`config.mk`:
```
export PLATFORM = sky130hd
export DESIGN_NAME = lzc_normalizer_pipe_flat
export DESIGN_NICKNAME = d
export VERILOG_FILES = /design/src/rtl/lzc_normalizer_pipe_if.sv /design/src/rtl/lzc_normalizer_pipe.sv /design/src/flat_wrapper.sv
export SDC_FILE = /design/constraint.sdc
export NUM_CORES = 1
export LEC_CHECK = 0
export BUFFER_PORTS_ARGS = -buffer_cell sky130_fd_sc_hd__buf_2
export CAP_MARGIN = 30
export CORE_MARGIN = 5
export CORE_UTILIZATION = 35
export CTS_CLUSTER_SIZE = 16
export DETAILED_ROUTE_END_ITERATION = 8
export GPL_TIMING_DRIVEN = 0
export PLACE_DENSITY_LB_ADDON = 0.12
export RECOVER_POWER = 50
export SYNTH_ARGS = -nofsm -noshare
export SYNTH_HDL_FRONTEND = slang
export SYNTH_SLANG_ARGS = --single-unit
```
`constraint.sdc`:
```
create_clock -name clk -period 3.4 [get_ports clk]
set_input_delay 0.17 -clock clk [delete_from_list [all_inputs] [get_ports clk]]
set_output_delay 0.17 -clock clk [all_outputs]
set_load 0.005 [all_outputs]
```
`src/rtl/lzc_normalizer_pipe_if.sv`:
```
// Handshake and result bus for the leading-zero-count normalizer pipeline.
interface lzc_normalizer_pipe_if #(
    parameter int WIDTH = 25,
    parameter int CW    = $clog2(WIDTH + 1)
);
    logic             flush;
    logic             in_valid;
    logic             in_ready;
    logic [WIDTH-1:0] in_data;
    logic             out_valid;
    logic             out_ready;
    logic [WIDTH-1:0] out_onehot;
    logic [CW-1:0]    out_lzc;
    logic [WIDTH-1:0] out_norm;
    logic             out_zero;

    // Producer/consumer side
    modport master (
        output flush, in_valid, in_data, out_ready,
        input  in_ready, out_valid, out_onehot, out_lzc, out_norm, out_zero
    );

    // Pipeline side
    modport slave (
        input  flush, in_valid, in_data, out_ready,
        output in_ready, out_valid, out_onehot, out_lzc, out_norm, out_zero
    );
endinterface

```
`src/rtl/lzc_normalizer_pipe.sv`:
```
// Two-stage leading-zero counter / normalizer.
// S1 resolves the highest set bit inside each GROUP-bit slice; S2 picks the
// highest non-empty slice, builds the full count and shifts the operand.
// The interface instance must be built with the same WIDTH.
module lzc_normalizer_pipe #(
    parameter int WIDTH = 25,
    parameter int GROUP = 8
) (
    input  logic                  clk,
    input  logic                  rst_n,
    lzc_normalizer_pipe_if.slave  bus
);
    localparam int CW  = $clog2(WIDTH + 1);
    localparam int NG  = (WIDTH + GROUP - 1) / GROUP;
    // Operand is padded with zeros at the bottom so every slice is GROUP wide;
    // the padding can never be set, which makes the lowest slice act narrower.
    localparam int PW  = NG * GROUP;
    localparam int LCW = $clog2(GROUP);

    logic                      s1_vld, s2_vld;
    logic                      s2_en, s1_en, accept;
    logic [PW-1:0]             pad;
    logic [PW-1:0]             s1_oh_d, s1_oh;
    logic [NG-1:0]             s1_any_d, s1_any;
    logic [NG-1:0][LCW-1:0]    s1_llzc_d, s1_llzc;
    logic [WIDTH-1:0]          s1_data;
    logic [PW-1:0]             oh_pad;
    logic [WIDTH-1:0]          oh_d, norm_d;
    logic [CW-1:0]             lzc_d;
    logic                      zero_d;
    logic [WIDTH-1:0]          out_onehot_q, out_norm_q;
    logic [CW-1:0]             out_lzc_q;
    logic                      out_zero_q;

    // S2 takes new data when empty or draining; S1 when empty or moving on.
    assign s2_en  = ~s2_vld | bus.out_ready;
    assign s1_en  = ~s1_vld | s2_en;
    assign bus.in_ready = ~bus.flush & s1_en;
    assign accept = bus.in_valid & bus.in_ready;
    assign pad    = PW'(bus.in_data) << (PW - WIDTH);

    // S1: per-slice priority encode, scanning each slice from its MSB.
    always_comb begin
        s1_oh_d   = '0;
        s1_any_d  = '0;
        s1_llzc_d = '0;
        for (int g = 0; g < NG; g++) begin
            for (int i = 0; i < GROUP; i++) begin
                if (!s1_any_d[g] && pad[PW-1-g*GROUP-i]) begin
                    s1_oh_d[PW-1-g*GROUP-i] = 1'b1;
                    s1_any_d[g]             = 1'b1;
                    s1_llzc_d[g]            = LCW'(i);
                end
            end
        end
    end

    // S2: first non-empty slice wins; slices below it are masked off.
    always_comb begin
        oh_pad = '0;
        lzc_d  = CW'(WIDTH);
        zero_d = 1'b1;
        for (int g = 0; g < NG; g++) begin
            if (zero_d && s1_any[g]) begin
                zero_d = 1'b0;
                lzc_d  = CW'(g * GROUP) + CW'(s1_llzc[g]);
                oh_pad[PW-1-g*GROUP -: GROUP] = s1_oh[PW-1-g*GROUP -: GROUP];
            end
        end
    end

    // A zero operand yields lzc=WIDTH, which shifts everything out.
    assign oh_d   = WIDTH'(oh_pad >> (PW - WIDTH));
    assign norm_d = s1_data << lzc_d;

    // Stage valid flags; flush overrides any transfer.
    always_ff @(posedge clk or negedge rst_n) begin
        if (!rst_n) begin
            s1_vld <= 1'b0;
            s2_vld <= 1'b0;
        end else if (bus.flush) begin
            s1_vld <= 1'b0;
            s2_vld <= 1'b0;
        end else begin
            if (s2_en) s2_vld <= s1_vld;
            if (s1_en) s1_vld <= bus.in_valid;
        end
    end

    // Stage data; loads are gated only by the handshakes.
    always_ff @(posedge clk or negedge rst_n) begin
        if (!rst_n) begin
            s1_oh        <= '0;
            s1_any       <= '0;
            s1_llzc      <= '0;
            s1_data      <= '0;
            out_onehot_q <= '0;
            out_lzc_q    <= '0;
            out_norm_q   <= '0;
            out_zero_q   <= 1'b0;
        end else begin
            if (accept) begin
                s1_oh   <= s1_oh_d;
                s1_any  <= s1_any_d;
                s1_llzc <= s1_llzc_d;
                s1_data <= bus.in_data;
            end
            if (s2_en && s1_vld && !bus.flush) begin
                out_onehot_q <= oh_d;
                out_lzc_q    <= lzc_d;
                out_norm_q   <= norm_d;
                out_zero_q   <= zero_d;
            end
        end
    end

    assign bus.out_valid  = s2_vld;
    assign bus.out_onehot = out_onehot_q;
    assign bus.out_lzc    = out_lzc_q;
    assign bus.out_norm   = out_norm_q;
    assign bus.out_zero   = out_zero_q;
endmodule

```
`src/flat_wrapper.sv`:
```
// flat-port wrapper written by rule: the top's interface ports become plain ports
module lzc_normalizer_pipe_flat 
#(
    parameter int WIDTH = 25,
    parameter int GROUP = 8
)
  (clk, rst_n, bus_flush, bus_in_valid, bus_in_data, bus_out_ready, bus_in_ready, bus_out_valid, bus_out_onehot, bus_out_lzc, bus_out_norm, bus_out_zero);
  lzc_normalizer_pipe_if #(.WIDTH(WIDTH)) bus_i ();
  input  logic clk;
  input  logic rst_n;
  input wire logic [$bits(bus_i.flush)-1:0] bus_flush;
  input wire logic [$bits(bus_i.in_valid)-1:0] bus_in_valid;
  input wire logic [$bits(bus_i.in_data)-1:0] bus_in_data;
  input wire logic [$bits(bus_i.out_ready)-1:0] bus_out_ready;
  output wire logic [$bits(bus_i.in_ready)-1:0] bus_in_ready;
  output wire logic [$bits(bus_i.out_valid)-1:0] bus_out_valid;
  output wire logic [$bits(bus_i.out_onehot)-1:0] bus_out_onehot;
  output wire logic [$bits(bus_i.out_lzc)-1:0] bus_out_lzc;
  output wire logic [$bits(bus_i.out_norm)-1:0] bus_out_norm;
  output wire logic [$bits(bus_i.out_zero)-1:0] bus_out_zero;
  assign bus_i.flush = bus_flush;
  assign bus_i.in_valid = bus_in_valid;
  assign bus_i.in_data = bus_in_data;
  assign bus_i.out_ready = bus_out_ready;
  assign bus_in_ready = bus_i.in_ready;
  assign bus_out_valid = bus_i.out_valid;
  assign bus_out_onehot = bus_i.out_onehot;
  assign bus_out_lzc = bus_i.out_lzc;
  assign bus_out_norm = bus_i.out_norm;
  assign bus_out_zero = bus_i.out_zero;
  lzc_normalizer_pipe #(.WIDTH(WIDTH), .GROUP(GROUP)) u_core (.clk(clk), .rst_n(rst_n), .bus(bus_i));
endmodule
```
* Word-level counts from Yosys, hierarchy flattened
Index checks and enable logic that the tools add are counted.
** Storage, ports and cells
- Bits in read-only memories :: 0
- Memory bits (writable) :: 0
- Latch bits :: 0
- Memories kept :: 0
- Register bits after elaboration :: 121
- Output and inout port bits :: 58
- Bits of input ports :: 30
** Cells by class
- Eq/ne operators :: 0
- Shift operators :: 1
- Bitwise logic cells :: 7
- Reductions and logical operators :: 50
- $mul :: 0
- Divide/modulo/power cells :: 0
- $lt $le $gt $ge :: 0
- $add $sub $neg :: 2
- Muxes and demuxes :: 83
** Operator list (number)
- 1-bit 2-to-1 mux :: 57
- 3-bit 2-to-1 mux :: 15
- 8-bit 2-to-1 mux :: 4
- 1-bit logical AND :: 26
- 25-bit by 5-bit left shift with 25-bit output :: 1
- 1-bit zero test :: 22
- 5-bit 2-to-1 mux :: 4
- 2-bit 2-to-1 mux :: 3
- 4-bit by 3-bit adder with 5-bit output, first input constant :: 1
- 5-bit by 3-bit adder with 5-bit output, first input constant :: 1
- 2-bit nonzero test :: 2
- 1-bit inverter :: 3
- 1-bit bitwise AND :: 2
- 1-bit bitwise OR :: 2

* Logic depth before layout (Yosys ltp)
Gate-level depths: netlist of the first run.
- Word-level depth :: 22
- Mapped depth :: 10
- Gate-level depth less buffers :: 7

* Worst setup path before layout of the first run
OpenSTA, ideal clock, no wires.
- Path kind :: register to register
- From :: register u_core.s1_any[1]
- To :: register u_core.out_norm_q[23] (netlist: u_core.bus.out_norm[23])
- Library setup time :: 0.131 ns
- Path slack :: 0.938 ns
- Stages on the path, launching flop included :: 8
- Arrival :: 2.331 ns
- Clock period less this slack :: 2.462 ns
- Data required time :: 3.269 ns
- Cells stage by stage :: dfrtp_1 -> or4b_1 -> buf_2 -> nand2_2 -> mux2_1 -> mux4_2 -> a32oi_1 -> a31oi_1
** On the way
- Cells in the longest elaborated chain, start to end :: 7
- Elaborated cells between the ends (all ways) :: 9
** Ends and longest elaborated chain
- start, declared :: RTL line lzc_normalizer_pipe.sv:24 : logic [NG-1:0] s1_any_d, s1_any;
- start signal, assigned :: RTL line lzc_normalizer_pipe.sv:104 : s1_any <= s1_any_d;
- 1-bit logical AND * :: RTL line lzc_normalizer_pipe.sv:64 : if (zero_d && s1_any[g]) begin
- 1-bit 2-to-1 mux :: RTL line lzc_normalizer_pipe.sv:64
- 1-bit logical AND :: RTL line lzc_normalizer_pipe.sv:64
- 1-bit 2-to-1 mux :: RTL line lzc_normalizer_pipe.sv:64
- 1-bit logical AND :: RTL line lzc_normalizer_pipe.sv:64
- 5-bit 2-to-1 mux * :: RTL line lzc_normalizer_pipe.sv:64
- 25-bit by 5-bit left shift with 25-bit output * :: RTL line lzc_normalizer_pipe.sv:74 : assign norm_d = s1_data << lzc_d;
- end signal, assigned :: RTL line lzc_normalizer_pipe.sv:111 : out_norm_q <= norm_d;
- end, declared :: RTL line lzc_normalizer_pipe.sv:31 : logic [WIDTH-1:0] out_onehot_q, out_norm_q;
Mark *: on every way between the ends. The rest lies on a longest branch, timed or not.
A chain may end at the register's enable or synchronous reset.

* Worst setup path after layout of the first run
- From :: register u_core.s1_any[0]
- To :: register u_core.out_norm_q[16] (netlist: u_core.bus.out_norm[16])
** On the way
- Cells in the longest elaborated chain, start to end :: 8
- Elaborated cells between the ends (all ways) :: 11
** Ends and longest elaborated chain (RTL line)
- 1-bit 2-to-1 mux :: lzc_normalizer_pipe.sv:64
- 1-bit logical AND :: lzc_normalizer_pipe.sv:64
- 1-bit 2-to-1 mux :: lzc_normalizer_pipe.sv:64
- 1-bit logical AND :: lzc_normalizer_pipe.sv:64
- 1-bit 2-to-1 mux :: lzc_normalizer_pipe.sv:64
- 1-bit logical AND :: lzc_normalizer_pipe.sv:64
- 5-bit 2-to-1 mux * :: lzc_normalizer_pipe.sv:64
- 25-bit by 5-bit left shift with 25-bit output * :: lzc_normalizer_pipe.sv:74
Marks and branches as above.

==> metrics.log, run 1 <==
INFO  metric status = finished, final reports clean
INFO  metric pwr-share-seq = 38.6%
INFO  metric first_global_vias = 5,426
INFO  metric fin_crit_share = 93.3%
INFO  metric root_buffer_cell = clkbuf_16
INFO  metric xor_xnor_share_of_the_synthesized_area = 0%
INFO  metric launching_element_type_of_the_critical_path = register
INFO  metric critPathTopFamily = compound AO/OA/AOI/OAI gates
INFO  metric core_area = 0.0166 mm2
INFO  metric drv_cap = 0
INFO  metric cts.htree.levels = 4
INFO  metric synth_top_cells_by_area = dfrtp_1 49%, nand2_1 10%, o21ai_0 3.7%
INFO  metric clock-sinks = 116
INFO  metric yosysSeqAreaShare = 49.0%
INFO  metric min_path_type = in2reg
INFO  metric synthMuxAreaShare = 5.60%
INFO  metric synth_top_area_share = 49.0%
INFO  metric postSynth.asyncResetShare = 100%
INFO  metric critical_path_rt = 3.68 ns
INFO  metric grt_first_pass_wirelength = 32,800 um
INFO  metric p_leak = 3.42 nW
INFO  metric antenna_found_initial = 0
INFO  metric final_util = 44.2%
INFO  metric synthesis.area = 0.00592 mm2
INFO  metric route.vias.total = 5,555
INFO  metric postSynthAreaPerCell = 9.01 um2
INFO  metric clockPowerShare = 42.2%
INFO  metric cpPeakStageDelay = 0.63 ns
INFO  metric yosysMostFrequentCell = nand2_1
INFO  metric layout_setup_ws = 0.228 ns
INFO  metric dpl.hpwl = 16,100 um
INFO  metric insertedDiodeCount = 0
INFO  metric die_h = 140 um
INFO  metric synth_top_family_by_area = simple AND/OR/NAND/NOR gates
INFO  metric drt-wirelength-per-cell = 21.0 um
INFO  metric internal_power = 3.00 mW
INFO  metric floorplan.initialDensity = 35.7%
INFO  metric portBuffers = 87
INFO  metric yosys.area_share.simple = 21.3%
INFO  metric cp-end-kind = register
INFO  metric switching_power = 1.30 mW
INFO  metric numCtsBuffers = 17
INFO  metric critical_path.most_common_cell = buf_2
INFO  metric post_synth_edffs = 0
INFO  metric synth_common_cells = 165 x nand2_1, 116 x dfrtp_1, 54 x nor2_1
INFO  metric first_pass_iters = 5
INFO  metric fin_nets = 802
INFO  metric ys_warn_count = 0
INFO  metric clk_latency = 0.42 ns
INFO  metric slowest_stage = nor2_1
INFO  metric global_route.usage.total = 21.5%
INFO  metric final.setup_skew = 0.00941 ns
INFO  metric post_synth_fa_ha_maj_area_fraction = 0%
INFO  metric worstPathArrival = 3.45 ns
INFO  metric layout_min_cycle_time = 3.17 ns
INFO  metric areaGrowthSynthToFinish = 23.7%
INFO  metric tightest_slew = 1.40 ns
INFO  metric cp_num_buf_inv = 3
INFO  metric drive_gt1_share = 16.7%
INFO  metric viasPerCell = 5.53
INFO  metric cp_cell_sequence = buf_2 > inv_1 > a31oi_4 > buf_2 > nor2_1 > o211a_1 > nor4_2 > a221oi_1 > a21oi_1
INFO  metric report.final.slew_viol_count = 0
INFO  metric num_rows = 47
INFO  metric worst-path-max-fanout = 10
INFO  metric drt_first_iter_violations = 429
INFO  metric routabilityCongestion = 0.889
INFO  metric yosys_most_used_dff = dfrtp_1
INFO  metric switching_share = 30.2%
INFO  metric io_pins = 88
INFO  metric synth_seq_cells = 116
INFO  metric globalRoute.totalOverflow = 0
INFO  metric clk_path_buf_depth = 2
INFO  metric critical_path_class = reg2reg
INFO  metric achievable-frequency = 315 MHz
INFO  metric setup_viol = 0
INFO  metric placement.setup.worst_slack = 0.109 ns
INFO  metric powerDensity = 587 mW/mm2
INFO  metric fill_cells = 1,684
INFO  metric tritoncts = built
INFO  metric synth-compound-area-share = 20.5%
INFO  metric routed_wl = 21,100 um
INFO  metric grt_setup_unrepaired = false
INFO  metric endpoints_failing_hold = 0
INFO  metric post_syn_instances = 657
INFO  metric die_footprint = 0.0196 mm2
INFO  metric postSynthNetCount = 687
INFO  metric power.ir.vdd_worst = 0.346 mV
INFO  metric width_of_the_die = 140 um
INFO  metric grt_start_max_net_pins = 63
INFO  metric route.detailed.drc = 0
INFO  metric timing.max_slew.rel_slack = 6.81%
INFO  metric cell_accounting_for_the_most_synthesized_area = dfrtp_1
INFO  metric worst_setup_hold_path_clk_slew = 0.05 ns
INFO  metric detail-route-antenna-nets = 0
INFO  metric netlist-cell-type-count = 67
INFO  metric power.share.combinational = 19.2%
## final timing paths
check / startpoint / end / slack, ns / cells past startpoint
setup / recovery: u_core.s1_any[0] / u_core.bus.out_norm[16] / 0.23 / 9
max in group asynchronous: rst_n / u_core.s1_llzc[3] / 1.85 / 3
min in group asynchronous: rst_n / u_core.bus.out_norm[0] / 0.60 / 2
hold reg to reg: u_core.bus.out_onehot[21] / u_core.bus.out_onehot[21] / 0.46 / 2
hold / removal: bus_in_data[12] / u_core.s1_oh[18] / 0.01 / 2
setup reg to reg: u_core.s1_any[0] / u_core.bus.out_norm[16] / 0.23 / 9
## cells by family after synthesis
logic type | Yosys count
simple gates | 291
compound gates | 174
flops | 116
buf+inv | 52
mux | 24
## registers in the layout, indices dropped and copies added (netlist names)
register and flops:
u_core.bus.out_lzc 5, u_core.s1_data 25, u_core.s1_any 3, u_core.s1_llzc 9
u_core.bus.out_zero 1, u_core.bus.out_norm 25, u_core.bus.out_onehot 25, u_core.s1_oh 21
u_core.s1_vld 1, u_core.bus.out_valid 1
## placed cells by master (no fill, tap or decap), drive strengths merged, types with 3 or more instances in the layout
cell	Yosys	final
a211oi	5	5
clkbuf	24	68
o22a	3	3
o21ai	47	47
nand2	166	166
nor3	5	5
nand3	30	30
dlygate4sd3	0	7
nor4	6	6
a21boi	6	6
a22oi	5	5
o22ai	5	5
a22o	16	16
a221oi	6	6
and2	3	3
mux2i	14	14
nor2	54	54
buf	18	85
mux4	7	7
inv	10	11
o32ai	3	3
mux2	3	3
a32oi	3	3
clkinv	0	5
a31oi	11	11
nor2b	5	5
a21o	3	3
o41ai	3	3
and3	3	3
o221ai	4	4
o21a	3	3
o31ai	10	10
dfrtp	116	116
a21oi	23	23
nand3b	7	7
## metrics by stage
step / cells / setup TNS, ns / hold WS, ns / power [mW] / area (um2)
after global placement: 964 / -0.0113 / 0.374 / 2.50 / 6630
after floorplan: 657 / 0 / -0.126 / 2.12 / 5920
final: 1005 / 0 / 0.0136 / 4.30 / 7320
after detailed placement: 966 / 0 / 0.157 / 2.51 / 6670
after CTS: 1005 / 0 / 0.00464 / 4.33 / 7340
after global routing: 1005 / 0 / 0.0124 / 4.49 / 7320
## routing by layer
layer / track usage (%) / share of wire, % / up-vias
met5: 0 / 0 / -
met4: 5.81 / 1.6 / 0
met3: 4.81 / 6.3 / 21
met2: 34.2 / 47 / 197
met1: 29.9 / 45 / 2740
li1: - / - / 2597
## power groups by stage
stage               sequential [mW]  combinational [mW]  clock [mW]
finish                         1.66               0.825        1.81
detailed placement             1.68               0.825           0
global placement               1.67               0.824           0
CTS                            1.66               0.835        1.84
floorplan                      1.65               0.472           0
global route                   1.68               0.907        1.90
## cell type report
cell class / count / area, um2 / area share, %
Buffer: 42 / 173 / 2.36
Clock buffer: 22 / 474 / 6.48
Clock inverter: 10 / 124 / 1.69
Inverter: 10 / 37.5 / 0.513
Multi-Input combinational cell: 489 / 2820 / 38.6
Sequential cell: 116 / 2900 / 39.6
Tap cell: 220 / 275 / 3.76
Timing Repair Buffer: 96 / 512 / 6.99
## timing repair
item | 4_1_cts | 5_1_grt
setup buffers | 0 | 0
setup endpoints to repair | 0 | 1
hold endpoints to repair | 60 | 0
hold buffers | 7 | 0
resized for setup | 0 | 3
Note: power is estimated with default switching activity, not from simulation.
==> run 2: changes to the inputs <==
--- a/config.mk
+++ b/config.mk
@@ -8,7 +8,7 @@
 export BUFFER_PORTS_ARGS = -buffer_cell sky130_fd_sc_hd__buf_2
 export CAP_MARGIN = 30
 export CORE_MARGIN = 5
-export CORE_UTILIZATION = 35
+export CORE_UTILIZATION = 45
 export CTS_CLUSTER_SIZE = 16
 export DETAILED_ROUTE_END_ITERATION = 8
 export GPL_TIMING_DRIVEN = 0
==> run 2 against run 1 <==
  * Die area shrank 21%
  * Clock power hardly changed
  * Highest routed layer unchanged
  * Via count rose by 1.7%
  * Clock skew grew 0.0029 ns
  * Sequential power hardly changed
  * Setup slack better by 0.14 ns
  * First-iteration DRC count up 5.1%
  * Fmax grew 4.6%
==> metrics.log, run 2 (synthesized netlist as in run 1, its figures left out) <==
INFO  metric status = finished, final reports clean
INFO  metric insertedDiodeCount = 0
INFO  metric achievable-frequency = 330 MHz
INFO  metric cts_resized = 0
INFO  metric worst_setup_hold_path_clk_slew = 0.06 ns
INFO  metric clk_path_buf_depth = 2
INFO  metric setup_total_negative_slack = 0 ns
INFO  metric route.detailed.drc = 0
INFO  metric num_rows = 42
INFO  metric grt_first_pass_wirelength = 32,000 um
INFO  metric layout_setup_ws = 0.367 ns
INFO  metric report.final.slew_viol_count = 0
INFO  metric routabilityCongestion = 0.925
INFO  metric cp_cell_sequence = buf_2 > inv_1 > a31oi_2 > buf_2 > nor2_1 > o211a_1 > nor4_1 > a221oi_1 > a21oi_1
INFO  metric tritoncts = built
INFO  metric layout.cell_area.non_filler = 0.00731 mm2
INFO  metric most_used_cells_in_the_layout_excluding_fill_and_tap_cells = 165 x nand2_1, 116 x dfrtp_1, 77 x buf_2
INFO  metric floorplan.initialDensity = 45.2%
INFO  metric die_h = 125 um
INFO  metric globalRoute.totalOverflow = 0
INFO  metric clk_latency = 0.42 ns
INFO  metric grt_setup_unrepaired = false
INFO  metric drv_cap = 0
INFO  metric worst-path-max-fanout = 10
INFO  metric clock-sinks = 116
INFO  metric slowest_stage = nor2_1
INFO  metric dpl.hpwl = 15,000 um
INFO  metric power.ir.vdd_worst = 0.337 mV
INFO  metric clockPowerShare = 42.7%
INFO  metric endpoints_failing_hold = 0
INFO  metric fin_crit_share = 89.2%
INFO  metric antenna_found_initial = 0
INFO  metric critPathTopFamily = compound AO/OA/AOI/OAI gates
INFO  metric critical_path_class = reg2reg
INFO  metric root_buffer_cell = clkbuf_16
INFO  metric drt_first_iter_violations = 451
INFO  metric placement.setup.worst_slack = 0.386 ns
INFO  metric setup_viol = 0
INFO  metric pwr-share-seq = 38.5%
INFO  metric cp_num_buf_inv = 3
INFO  metric switching_power = 1.27 mW
INFO  metric width_of_the_die = 125 um
INFO  metric design_power_total = 4.32 mW
INFO  metric detail-route-antenna-nets = 0
INFO  metric layout.cells.most_common = nand2_1
INFO  metric fin_nets = 807
INFO  metric final.setup_skew = 0.0123 ns
INFO  metric worstPathArrival = 3.32 ns
INFO  metric global_route.usage.total = 26.5%
INFO  metric die_footprint = 0.0155 mm2
INFO  metric tightest_slew = 1.43 ns
INFO  metric internal_power = 3.05 mW
INFO  metric numCtsBuffers = 17
INFO  metric layout_min_cycle_time = 3.03 ns
INFO  metric grt_start_max_net_pins = 61
INFO  metric timing.max_slew.rel_slack = 4.63%
INFO  metric critical_path_rt = 3.68 ns
INFO  metric first_pass_iters = 5
INFO  metric cpPeakStageDelay = 0.48 ns
INFO  metric critical_path.most_common_cell = buf_2
INFO  metric drive_gt1_share = 16.3%
INFO  metric cp-end-kind = register
INFO  metric areaGrowthSynthToFinish = 23.5%
INFO  metric switching_share = 29.3%
INFO  metric launching_element_type_of_the_critical_path = register
INFO  metric placed_area = 0.00661 mm2
INFO  metric drt-wirelength-per-cell = 20.9 um
INFO  metric p_leak = 3.44 nW
INFO  metric core_area = 0.0131 mm2
INFO  metric routed_wl = 20,200 um
INFO  metric viasPerCell = 5.85
INFO  metric io_pins = 88
INFO  metric first_global_vias = 5,599
INFO  metric route.vias.total = 5,648
INFO  metric cts.htree.levels = 4
INFO  metric powerDensity = 590 mW/mm2
INFO  metric min_path_type = in2reg
INFO  metric portBuffers = 87
INFO  metric power.share.combinational = 18.8%
-- run 2: path summary, 6_finish.rpt --
| path | cells after the start | end | startpoint | slack [ns] |
|---|---|---|---|---|
| min | 3 | u_core.s1_data[15] | bus_in_data[15] | 0.02 |
| min in group asynchronous | 2 | u_core.bus.out_norm[5] | rst_n | 0.62 |
| min reg2reg | 2 | u_core.bus.out_onehot[24] | u_core.bus.out_onehot[24] | 0.46 |
| max | 9 | u_core.bus.out_norm[16] | u_core.s1_any[0] | 0.37 |
| max in group asynchronous | 3 | u_core.s1_llzc[1] | rst_n | 1.82 |
| max reg2reg | 9 | u_core.bus.out_norm[16] | u_core.s1_any[0] | 0.37 |
-- run 2: worst register-to-register path: stages, from the launching register on --
cell and delay, ns:
dfrtp_1 0.37, buf_2 0.19, inv_1 0.30, a31oi_2 0.34
buf_2 0.31, nor2_1 0.49, o211a_1 0.25, nor4_1 0.07
a221oi_1 0.45, a21oi_1 0.12
-- run 2: power groups by stage --
| stage | sequential [mW] | clock [mW] | combinational (mW) |
|---|---|---|---|
| finish | 1.66 | 1.84 | 0.811 |
| global route | 1.68 | 1.93 | 0.897 |
| CTS | 1.66 | 1.87 | 0.819 |
| detailed placement | 1.68 | 0 | 0.806 |
| global placement | 1.67 | 0 | 0.799 |
| floorplan | 1.65 | 0 | 0.472 |
-- run 2: area by class of cell --
| cell class | instances | area [um2] |
|---|---|---|
| Inverter | 10 | 37.5 |
| Clock inverter | 12 | 154 |
| Buffer | 42 | 173 |
| Timing Repair Buffer | 101 | 561 |
| Fill cell | 1250 | 5770 |
| Clock buffer | 20 | 457 |
| Tap cell | 176 | 220 |
| Sequential cell | 116 | 2900 |
| Multi-Input combinational cell | 489 | 2810 |
-- run 2: layer usage --
layer  vias to the layer above  share of wire [%]  global-route usage (%)
li1                       2603                  -                       -
met1                      2788                 45                    36.2
met2                       216                 46                    41.5
met3                        41                5.6                    5.15
met4                         0                3.0                    10.6
met5                         -                  0                       0
-- run 2: through the flow --
stage / instances / util (%) / hold WS [ns]
floorplan: 657 / - / -0.126
global placement: 920 / 50.2 / 0.375
detailed placement: 922 / 50.5 / 0.270
CTS: 966 / 56.1 / 0.00446
global route: 966 / 55.9 / 0.0304
finish: 966 / 55.9 / 0.0175
-- run 2: what timing repair did --
| item | in CTS | in global routing |
|---|---|---|
| setup buffers | 0 | 0 |
| hold buffers | 12 | 0 |
| endpoints found under the hold margin | 67 | 0 |
